===== config.mk =====
export PLATFORM = sky130hd
export DESIGN_NAME = iob_eth_mdio_master
export DESIGN_NICKNAME = d
export VERILOG_FILES = /design/src/rtl/iob_eth_mdio_master.sv
export SDC_FILE = /design/constraint.sdc
export NUM_CORES = 1
export LEC_CHECK = 0
export ABC_AREA = 1
export ABC_CLOCK_PERIOD_IN_PS = 4000
export CAP_MARGIN = 15
export CELL_PAD_IN_SITES_DETAIL_PLACEMENT = 2
export CELL_PAD_IN_SITES_GLOBAL_PLACEMENT = 2
export CORE_MARGIN = 5
export CORE_UTILIZATION = 33
export CTS_CLUSTER_SIZE = 10
export DETAILED_ROUTE_END_ITERATION = 8
export PLACE_DENSITY_LB_ADDON = 0.1
export SYNTH_ARGS = -nofsm -noshare
export SYNTH_HDL_FRONTEND = slang
export SYNTH_SLANG_ARGS = --single-unit

===== constraint.sdc =====
create_clock -name clk_i -period 4 [get_ports clk_i]
set_input_delay 1 -clock clk_i [delete_from_list [all_inputs] [get_ports clk_i]]
set_output_delay 1 -clock clk_i [all_outputs]
set_load 0.02 [all_outputs]

===== src/rtl/iob_eth_mdio_master.sv =====
// iob_eth_mdio_master: MII management (MDC/MDIO) master.
// Accepts a Clause 22 (or optionally Clause 45) request on a valid/ready port,
// serialises the frame MSB first with one bit per MDC period, and reports read
// data and status on a single-cycle response strobe.
module iob_eth_mdio_master #(
    parameter int MDC_HALF_DIV = 5,
    parameter int PREAMBLE_LEN = 32,
    parameter int CLAUSE45_EN  = 0
) (
    input  logic        clk_i,
    input  logic        cke_i,
    input  logic        rst_i,
    input  logic        req_valid_i,
    output logic        req_ready_o,
    input  logic        req_st_i,
    input  logic [1:0]  req_op_i,
    input  logic [4:0]  req_phyad_i,
    input  logic [4:0]  req_regad_i,
    input  logic [15:0] req_wdata_i,
    output logic        rsp_valid_o,
    output logic [15:0] rsp_rdata_o,
    output logic        rsp_err_o,
    output logic        busy_o,
    output logic        mii_mdc_o,
    output logic        mii_mdio_o,
    output logic        mii_mdio_oe_o,
    input  logic        mii_mdio_i
);

    localparam logic [7:0] DIV_LAST = 8'(MDC_HALF_DIV - 1);
    localparam logic [5:0] PRE_LAST = 6'(PREAMBLE_LEN - 1);

    typedef enum logic [2:0] {
        S_IDLE,
        S_PRE,
        S_HDR,
        S_TA,
        S_DATA,
        S_END,
        S_RSP
    } state_t;

    state_t      state;
    state_t      nxt_state;
    logic [7:0]  div_cnt;
    logic [5:0]  bit_cnt;
    logic [5:0]  nxt_cnt;
    logic [31:0] tx_sr;
    logic [15:0] rx_sr;
    logic        is_read;
    logic        ta_err;
    logic        div_wrap;
    logic        nxt_bit;
    logic        nxt_drive;
    logic        nxt_mdio;
    logic        req_illegal;
    logic        req_is_read;
    logic [31:0] req_frame;

    assign div_wrap = (div_cnt == DIV_LAST);

    // Decode the incoming request: legality, read/write direction and the
    // 32-bit ST/OP/PHYAD/REGAD/TA/DATA word shifted out after the preamble.
    always_comb begin
        req_illegal = (CLAUSE45_EN == 0) &&
                      (!req_st_i || (req_op_i == 2'b00) || (req_op_i == 2'b11));
        req_is_read = req_st_i ? (req_op_i == 2'b10) : req_op_i[1];
        req_frame   = {1'b0, req_st_i, req_op_i, req_phyad_i, req_regad_i,
                       2'b10, req_wdata_i};
    end

    // Work out what the next bit slot looks like, applied on the MDC falling edge.
    always_comb begin
        nxt_state = state;
        nxt_cnt   = bit_cnt + 6'd1;
        case (state)
            S_PRE: begin
                if (bit_cnt == PRE_LAST) begin
                    nxt_state = S_HDR;
                    nxt_cnt   = '0;
                end
            end
            S_HDR: begin
                if (bit_cnt == 6'd13) begin
                    nxt_state = S_TA;
                    nxt_cnt   = '0;
                end
            end
            S_TA: begin
                if (bit_cnt == 6'd1) begin
                    nxt_state = S_DATA;
                    nxt_cnt   = '0;
                end
            end
            S_DATA: begin
                if (bit_cnt == 6'd15) begin
                    nxt_state = S_END;
                    nxt_cnt   = '0;
                end
            end
            S_END: begin
                nxt_state = S_RSP;
                nxt_cnt   = '0;
            end
            default: begin
                nxt_state = state;
            end
        endcase
        if (state == S_PRE) begin
            nxt_bit = (nxt_state == S_PRE) ? 1'b1 : tx_sr[31];
        end else begin
            nxt_bit = tx_sr[30];
        end
        nxt_drive = (nxt_state == S_PRE) || (nxt_state == S_HDR) ||
                    (!is_read && ((nxt_state == S_TA) || (nxt_state == S_DATA)));
        nxt_mdio  = nxt_drive ? nxt_bit : 1'b1;
    end

    // Frame sequencer: MDC divider, bit shifting, read sampling and response.
    always_ff @(posedge clk_i) begin
        if (rst_i) begin
            state         <= S_IDLE;
            div_cnt       <= '0;
            bit_cnt       <= '0;
            tx_sr         <= '0;
            rx_sr         <= '0;
            is_read       <= 1'b0;
            ta_err        <= 1'b0;
            req_ready_o   <= 1'b1;
            rsp_valid_o   <= 1'b0;
            rsp_rdata_o   <= '0;
            rsp_err_o     <= 1'b0;
            busy_o        <= 1'b0;
            mii_mdc_o     <= 1'b0;
            mii_mdio_o    <= 1'b1;
            mii_mdio_oe_o <= 1'b0;
        end else if (cke_i) begin
            rsp_valid_o <= 1'b0;
            case (state)
                S_IDLE: begin
                    div_cnt   <= '0;
                    mii_mdc_o <= 1'b0;
                    if (req_valid_i && req_ready_o) begin
                        req_ready_o <= 1'b0;
                        busy_o      <= 1'b1;
                        is_read     <= req_is_read;
                        tx_sr       <= req_frame;
                        rx_sr       <= '0;
                        ta_err      <= 1'b0;
                        bit_cnt     <= '0;
                        if (req_illegal) begin
                            state       <= S_RSP;
                            rsp_valid_o <= 1'b1;
                            rsp_err_o   <= 1'b1;
                            rsp_rdata_o <= '0;
                        end else begin
                            mii_mdio_oe_o <= 1'b1;
                            if (PREAMBLE_LEN > 0) begin
                                state      <= S_PRE;
                                mii_mdio_o <= 1'b1;
                            end else begin
                                state      <= S_HDR;
                                mii_mdio_o <= req_frame[31];
                            end
                        end
                    end
                end
                S_RSP: begin
                    state       <= S_IDLE;
                    req_ready_o <= 1'b1;
                    busy_o      <= 1'b0;
                end
                default: begin
                    if (div_wrap) begin
                        div_cnt   <= '0;
                        mii_mdc_o <= ~mii_mdc_o;
                    end else begin
                        div_cnt <= div_cnt + 8'd1;
                    end
                    if (div_wrap && !mii_mdc_o && is_read) begin
                        if ((state == S_TA) && (bit_cnt == 6'd1)) begin
                            ta_err <= mii_mdio_i;
                        end
                        if (state == S_DATA) begin
                            rx_sr <= {rx_sr[14:0], mii_mdio_i};
                        end
                    end
                    if (div_wrap && mii_mdc_o) begin
                        state         <= nxt_state;
                        bit_cnt       <= nxt_cnt;
                        mii_mdio_oe_o <= nxt_drive;
                        mii_mdio_o    <= nxt_mdio;
                        if (state != S_PRE) begin
                            tx_sr <= {tx_sr[30:0], 1'b0};
                        end
                        if (state == S_END) begin
                            rsp_valid_o <= 1'b1;
                            rsp_rdata_o <= is_read ? rx_sr : 16'h0000;
                            rsp_err_o   <= is_read & ta_err;
                        end
                    end
                end
            endcase
        end
    end

endmodule


After elaboration in Yosys (flattened, before gate mapping)
Cells that the tools add are included.
Cells by class
  $add $sub $neg: 2
  equality and inequality tests: 21
  muxes and demuxes: 62
  bitwise operators: 3
  reductions and logical operators: 36
Operators by type and width (number)
  16-bit two-way mux: 8
  32-bit two-way mux: 3
  16-bit case mux with 2 select lines: 2
  32-bit case mux with 2 select lines: 1
  6-bit two-way mux: 6
  6-bit case mux with 5 select lines: 1
  1-bit two-way mux: 21
  3-bit two-way mux: 7
  5-bit AND reduction: 4
  1-bit case mux with 2 select lines: 8
  8-bit case mux with 2 select lines: 1
  2-bit nonzero test: 8
  3-bit case mux with 5 select lines: 1
  3-bit by 2-bit equality test with 1-bit output, second input constant: 4
  3-bit equality test, second input constant: 4
  6-bit by 4-bit equality test with 1-bit output, second input constant: 2
  6-bit case mux with 2 select lines: 1
  3-bit AND reduction: 4
  8-bit by 1-bit adder with 8-bit output, second input constant: 1
  8-bit by 3-bit equality test with 1-bit output, second input constant: 1
  8-bit two-way mux: 1
  6-bit by 1-bit adder with 6-bit output, second input constant: 1
  3-bit by 1-bit equality test with 1-bit output, second input constant: 2
  6-bit by 1-bit equality test with 1-bit output, second input constant: 1
  16 further kinds: 31
Word-level totals
  register bits: 90
  input bits: 34
  output and inout port bits: 23

Logic depth before layout (Yosys ltp)
Gate-level depths: netlist of run 1.
  depth after elaboration: 10
  gate-level depth with buffers: 16
  depth with buffers taken out: 16

Worst setup path before layout of run 1
OpenSTA, ideal clock, no wires.
  kind: input to register
  start point: input port rst_i
  end point: register bit_cnt[0]
  data arrival time: 1917 ps
  required time: 3930 ps
  setup slack: 2013 ps
  stages: 6
  buffers on the path: 3
  cell sequence: clkbuf_1 -> inv_1 -> clkbuf_1 -> clkbuf_1 -> o21ai_0 -> a21oi_1
RTL lines
  from (decl): line 12  | input logic rst_i,
  to (signal assigned): line 190  | bit_cnt <= nxt_cnt;
  to (decl): line 46  | logic [5:0] bit_cnt;

Worst setup path in the final report of run 1
  start point: input port cke_i
  end point: register rsp_rdata_o[8]
Between the ends
  cells in the longest elaborated chain, start to end: 1
Ends and longest elaborated chain
  from (decl): line 11  | input logic cke_i,
  6-bit AND reduction (no source line)
  to (signal assigned): line 198  | rsp_rdata_o <= is_read ? rx_sr : 16'h0000;
  to (decl): line 21  | output logic [15:0] rsp_rdata_o,
Every way passes these cells.
A chain may end at the register's enable or synchronous reset.

==> summary.txt, run 1 <==
Run status
  – Outcome: completed

STA
  – Fin crit share: 69.7%
  – Worst-margin pin slew: 0.742 ns
  – Setup violations, final: 0
  – Relative max-transition margin: just over 50%
  – Fin Clk Skew: approximately 0.0067 ns
  – RSZ-0062 raised after global routing: false
  – Tmin final: 2.79 ns
  – Setup TNS: 0 ns
  – Fin worst setup slack: between 1 and 1.5 ns
  – Max Fclk: 359 MHz
  – Max Slew Vio Count: 0
  – Final Hold Fails: 0

Power
  – Leak: between 0.002 and 0.0025 uW
  – Pwr Density: 841 mW/mm2
  – Pwr Total: 4470 uW
  – Maximum vdd ir drop: 0.383 mV

Place
  – I/O Buffers: 56
  – Placement-stage cell area: approximately 0.0050 mm2
  – Dpl hpwl: around 9.5 mm
  – Pre-CTS WS: between 0.8 and 0.9 ns
  – Gpl congestion: just under 0.8

Synthesis
  – Largest family of logic cells by synthesized area: simple AND/OR/NAND/NOR gates
  – Net Count, Synth: ~670
  – Synth Cell Area: about 0.0044 mm2
  – Seq/Total Area, Yosys: a little over 40%
  – Post-Synthesis Cells: roughly 630
  – Post-synthesis mux area share: 0%
  – XOR/XNOR Fraction of Synth Area: less than 1%
  – Yosys reg bits: 90
  – Unique masters post-synth: 36
  – Avg Inst Size Synth: between 6 and 7 um2
  – Adder-Cell Fraction of Synth Area: under 10%
  – YS warnings: 0
  – Compound-Gate Fraction of Synth Area: roughly 22%
  – Synth Area in Simple Gates: between 20 and 25%

Clock network
  – Clock sink count: 90
  – Hold_buf cts: 0
  – Worst-case clock buffer depth: 2
  – Clk_lat worst skew: about 0.35 ns
  – TritonCTS Buffers: 9
  – CTS tree: done
  – CTS root buf: clkbuf_16
  – CTS H-tree depth: 3
  – Post-cts sizing count: 0
  – Postcts setup bufs: 0
  – Clock transition at path regs: approximately 0.06 ns

Routing
  – Vias: ~4,200
  – Top sig layer: met4
  – Vias per std cell: 4.97
  – Routed WL per cell: between 15 and 20 um
  – Initial DRC count: approximately 180
  – Post-DRT Antenna Nets: 0
  – DRC: 0
  – Metal3 WL: around 240 um
  – Wire length on met1: roughly 6.3 mm
  – WL met2: 6.66 mm
  – Final wirelength: ~13 mm
  – DR pass1 iterations: 4

Global route
  – Tot GR Track Use: 17.4%
  – Gr ovfl total: 0
  – First-pass GRT wire length: approximately 22 mm
  – Largest net degree at the start of global routing: between 70 and 80
  – Initial antenna violation count: 0
  – Vias in the first global route: 4,499

Finish
  – Layout cells sized above 1: around 7.6%
  – Post-route cell area: ~0.0053 mm2
  – Most frequent cells in the layout: o21ai_0 (102), nand2_1 (97), dfxtp_1 (90), a21oi_1 (80), inv_1 (78)
  – Ant diodes: 0
  – Layout area overhead: 21.7%
  – Most common cell after layout, fill and taps aside: o21ai_0
  – Fin nets: between 700 and 800

Critical path
  – Crit-path max cell delay: approximately 0.6 ns
  – R2r startpoint: div_cnt[0]
  – Setup crit end kind: flip-flop
  – R2R Path End: rsp_rdata_o[8]
  – Critical path type: in -> reg
  – Reg2reg setup slack: 1.43 ns
  – CP dominant cell by count: o21ai_0
  – CP required: ~4.2 ns
  – Reg2Reg Depth: 11
  – Max FO, Critical Path: 23
  – CP cell instances: clkdlybuf4s50_1 -> nand2_4 -> nor2_8 -> nand2_2 -> nor2_4 -> o21ai_0 -> o21ai_0 -> nor2_1
  – Data arrival time of the worst path: approximately 3.0 ns
  – CP Launch Type: primary input
  – CP max stage cell: clkdlybuf4s50_1

Hold path
  – Min-Delay Startpoint: tx_sr[28]
  – Hold EP: tx_sr[28]
  – Hold Crit Class: reg -> reg
  – Hold depth: 2

Floorplan
  – Starting Density: between 30% and 40%
  – Die Width: between 100 and 150 um
  – IO Pins: 57
  – Cell Rows: 42
  – CORE AREA: ~0.013 mm2
  – Die area: 0.0156 mm2
  – Die height: around 130 um

Job
  – Max_cap viols: 0
[per-layer routing]
layer,global-route usage [%],vias to the layer above
met5,0,-
met2,30.5,40
li1,-,2111
met4,5.36,0
met3,2.86,12
met1,22.0,2048
[critical path: cells and delay by family]
| family | cells | cell delay [ns] |
|---|---|---|
| AOI/OAI and AO/OA | 2 | 0.30 |
| buffers and inverters | 1 | 0.60 |
| and+or+nand+nor | 5 | 1.10 |
[sequential cells by signal (all words and copies together), names as in the netlist]
name	flops
bit_cnt	6
busy_o	1
div_cnt	8
is_read	1
mii_mdc_o	1
mii_mdio_o	1
mii_mdio_oe_o	1
req_ready_o	1
rsp_err_o	1
rsp_rdata_o	16
rsp_valid_o	1
rx_sr	16
state	3
ta_err	1
tx_sr	32
[cells by family (layout without fill, tap and decap cells)]
group / count (synthesis) / in the layout
XOR/XNOR: 3 / 3
flip-flops: 90 / 90
AND/OR/NAND/NOR: 218 / 218
AO/OA/AOI/OAI: 192 / 192
adder cells (fa/ha/maj): 5 / 5
buffers and inverters: 121 / 164
[through the flow]
stage | std cells | hold WS [ns] | util [%]
2_1_floorplan | 629 | 0.424 | -
3_3_place_gp | 834 | 0.434 | 38.4
3_5_place_dp | 834 | 0.443 | 38.4
4_1_cts | 848 | 0.454 | 40.6
5_1_grt | 848 | 0.472 | 40.6
6_report | 848 | 0.450 | 40.6
[synth_stat cells (all sizes together)]
library cell  count  area share [%]
xor2              2            0.40
dfxtp            90              41
inv              87             7.5
nand4             2            0.43
clkinv            1            0.11
nor3              2            0.23
a21o              1            0.17
o311ai            1            0.20
nand3            34             4.5
o21ai           108              12
buf              17             2.4
nand2           103             9.3
clkbuf           16             1.4
a21oi            80             9.2
nand3b            1            0.17
xnor2             1            0.20
ha                5             1.4
nor4              1            0.29
a21boi            2            0.34
nor2             71             7.3
nor3b             4            0.69
[where the power goes]
part / switching, uW / internal [uW]
logic: 1590 / 652
clock network: 350 / 496
registers: 172 / 1210
[worst max path at each step]
| stage | start | endpoint | slack, ns | cells after the start |
|---|---|---|---|---|
| CTS | cke_i | rsp_rdata_o[8] | 1.16 | 8 |
| global placement | cke_i | tx_sr[7] | 0.96 | 7 |
| global route | cke_i | rsp_rdata_o[8] | 1.02 | 8 |
| floorplan | rst_i | bit_cnt[0] | 2.01 | 6 |
| finish | cke_i | rsp_rdata_o[8] | 1.21 | 8 |
| detailed placement | cke_i | rsp_rdata_o[8] | 0.81 | 8 |
[cell type report]
| type | instances | area [um2] |
|---|---|---|
| fillers | 1554 | 7770 |
| clock inverters | 2 | 38.8 |
| flip-flops and latches | 90 | 1800 |
| clock buffers | 12 | 246 |
| well taps | 176 | 220 |
| multi-input cells | 418 | 2070 |
| repair buffers | 62 | 606 |
| inverters | 88 | 332 |
No activity file was read; power rests on OpenSTA's default activity.
==> run 2, diff against run 1 <==
Settings changed: ABC_CLOCK_PERIOD_IN_PS 4000 to 2250, CORE_UTILIZATION 33 to 28.
Clock period 4 ns to 2.25 ns, I/O delays scaled along.
==> run 2 against run 1 <==
- final area increased by 4.1%
- global-route usage decreased by 1.8 points
- clock-buffer cell count decreased by 1
- core utilization decreased by 4.3 points
- critical path depth increased by 3
- combinational power increased by 91%
- critical path type is now reg -> reg
- largest cell class unchanged
- sequential power increased by 75%
- hold slack about the same
- non-clock buffer count increased by 16
- routed wire length increased by 2.3%
==> summary.txt, run 2 (synthesized netlist as in run 1, its figures left out) <==
Floorplan
  – CORE AREA: approximately 0.015 mm2
  – Cell Rows: 45
  – Die Width: 135 um
  – Die height: 135 um
  – Starting Density: 28.6%
  – Die area: 0.0182 mm2
  – IO Pins: 57

Critical path
  – Max FO, Critical Path: 6
  – CP cell instances: inv_1 -> ha_1 -> nand4_1 -> nor4_4 -> nand2_1 -> nand2_2 -> nand2_2 -> nor2_2 -> inv_1 -> nor2_1 -> nor2_1
  – CP max stage cell: dfxtp_1
  – Crit-path max cell delay: ~0.34 ns
  – CP Launch Type: flip-flop
  – Critical path type: reg -> reg
  – Reg2reg setup slack: ~0.12 ns
  – Data arrival time of the worst path: 2.37 ns
  – CP required: 2.49 ns
  – Setup crit end kind: flip-flop

Routing
  – DR pass1 iterations: 4
  – Initial DRC count: 166
  – Final wirelength: around 14 mm
  – Post-DRT Antenna Nets: 0
  – Routed WL per cell: around 15 um
  – DRC: 0
  – Vias: roughly 4,200
  – Vias per std cell: between 4 and 5

Clock network
  – CTS root buf: clkbuf_16
  – Worst-case clock buffer depth: 2
  – Clock transition at path regs: about 0.07 ns
  – Clk_lat worst skew: approximately 0.35 ns
  – CTS H-tree depth: 3
  – CTS tree: done
  – Clock sink count: 90
  – TritonCTS Buffers: 9
  – Hold_buf cts: 0

STA
  – Fin Clk Skew: 0.00770 ns
  – Max Fclk: approximately 470 MHz
  – Final Hold Fails: 0
  – Relative max-transition margin: about three fifths
  – Tmin final: ~2.1 ns
  – Max Slew Vio Count: 0
  – RSZ-0062 raised after global routing: true
  – Fin crit share: between 90% and 100%
  – Setup violations, final: 0
  – Worst-margin pin slew: about 0.6 ns

Job
  – Max_cap viols: 0

Place
  – Gpl congestion: approximately 0.77
  – Dpl hpwl: roughly 9.8 mm
  – I/O Buffers: 56
  – Placement-stage cell area: roughly 0.0052 mm2

Global route
  – Tot GR Track Use: between 10% and 20%
  – GRT busiest layer: met2
  – First-pass GRT wire length: around 23 mm
  – M2 GR Usage: roughly 27%
  – Met3 usage: about 4%
  – Gr ovfl total: 0
  – Vias in the first global route: roughly 4,500
  – Largest net degree at the start of global routing: 61
  – Met1 usage: 19.4%
  – Initial antenna violation count: 0

Finish
  – Fin nets: slightly above 700
  – Layout cells sized above 1: just over 10%
  – Most common cell after layout, fill and taps aside: o21ai_0
  – Layout area overhead: 26.7%
  – Most frequent cells in the layout: o21ai_0 (102), nand2_1 (97), dfxtp_1 (90), a21oi_1 (80), inv_1 (78)
  – Post-route cell area: roughly 0.0055 mm2
  – Biggest register: tx_sr
  – Max reg flops: 32
  – Regs by FF count: tx_sr x32, rsp_rdata_o x16, rx_sr x16
  – Ant diodes: 0

Power
  – Pwr Density: about 1500 mW/mm2
  – Leak: ~0.0022 uW
  – Maximum vdd ir drop: about 0.65 mV
  – Pwr Total: between 8000 and 9000 uW

Hold path
  – Hold Crit Class: reg -> reg

Run status
  – Outcome: completed
## run 2: cell types whose count changed in the layout (fill, tap and decap cells not counted), sizes merged
cell	change
bufinv	-1
clkinvlp	+1
clkbuf	-1
buf	+16
clkinv	+3
## run 2: layout make-up
type	count	area (um2)
Clock inverter	5	38.8
Sequential cell	90	1800
Tap cell	211	264
Timing Repair Buffer	78	767
Multi-Input combinational cell	418	2080
Inverter	88	332
Clock buffer	11	253
Fill cell	1802	9730
## run 2: path summary, 6_finish.rpt
| kind | cells past startpoint | start | end |
|---|---|---|---|
| setup / recovery | 11 | div_cnt[0] | mii_mdio_oe_o |
| setup reg to reg | 11 | div_cnt[0] | mii_mdio_oe_o |
| hold / removal | 2 | tx_sr[22] | tx_sr[22] |
| hold reg to reg | 2 | tx_sr[22] | tx_sr[22] |
## run 2: what timing repair did
action                                  in CTS  in global routing
endpoints found under the setup margin       0                 30
setup buffers                                0                  1
endpoints found under the hold margin        0                  0
gates resized for setup                      0                  2
## run 2: stage by stage
stage	utilization (%)	TNS (ns)	hold slack (ns)	worst slack, ns	std cells
detailed placement	34.2	-0.0345	0.445	-0.0151	884
finish	36.3	0	0.451	0.118	901
CTS	36.1	0	0.456	0.0194	900
global placement	34.2	0	0.432	0.0169	884
floorplan	-	0	0.424	0.535	629
global route	36.3	-0.514	0.474	-0.0769	901
## run 2: report_power, final
group | switching [uW] | internal, uW
clock | 670 | 813
sequential | 269 | 2150
combinational | 2890 | 1390
## run 2: critical path, delay by kind of cell (launching register included)
family	cells	cell delay, ns
AND/OR/NAND/NOR	8	1.34
adder cells (fa/ha/maj)	1	0.17
buffers and inverters	2	0.18
flip-flops	1	0.34
## run 2: routing by layer
metal  part of all wire [%]  vias to the layer above  wire (um)
met5                      0                        -          0
met4                    1.1                        0        155
met3                    2.7                       10        365
met2                     49                       48       6670
met1                     47                     2043       6470
li1                       -                     2143          -
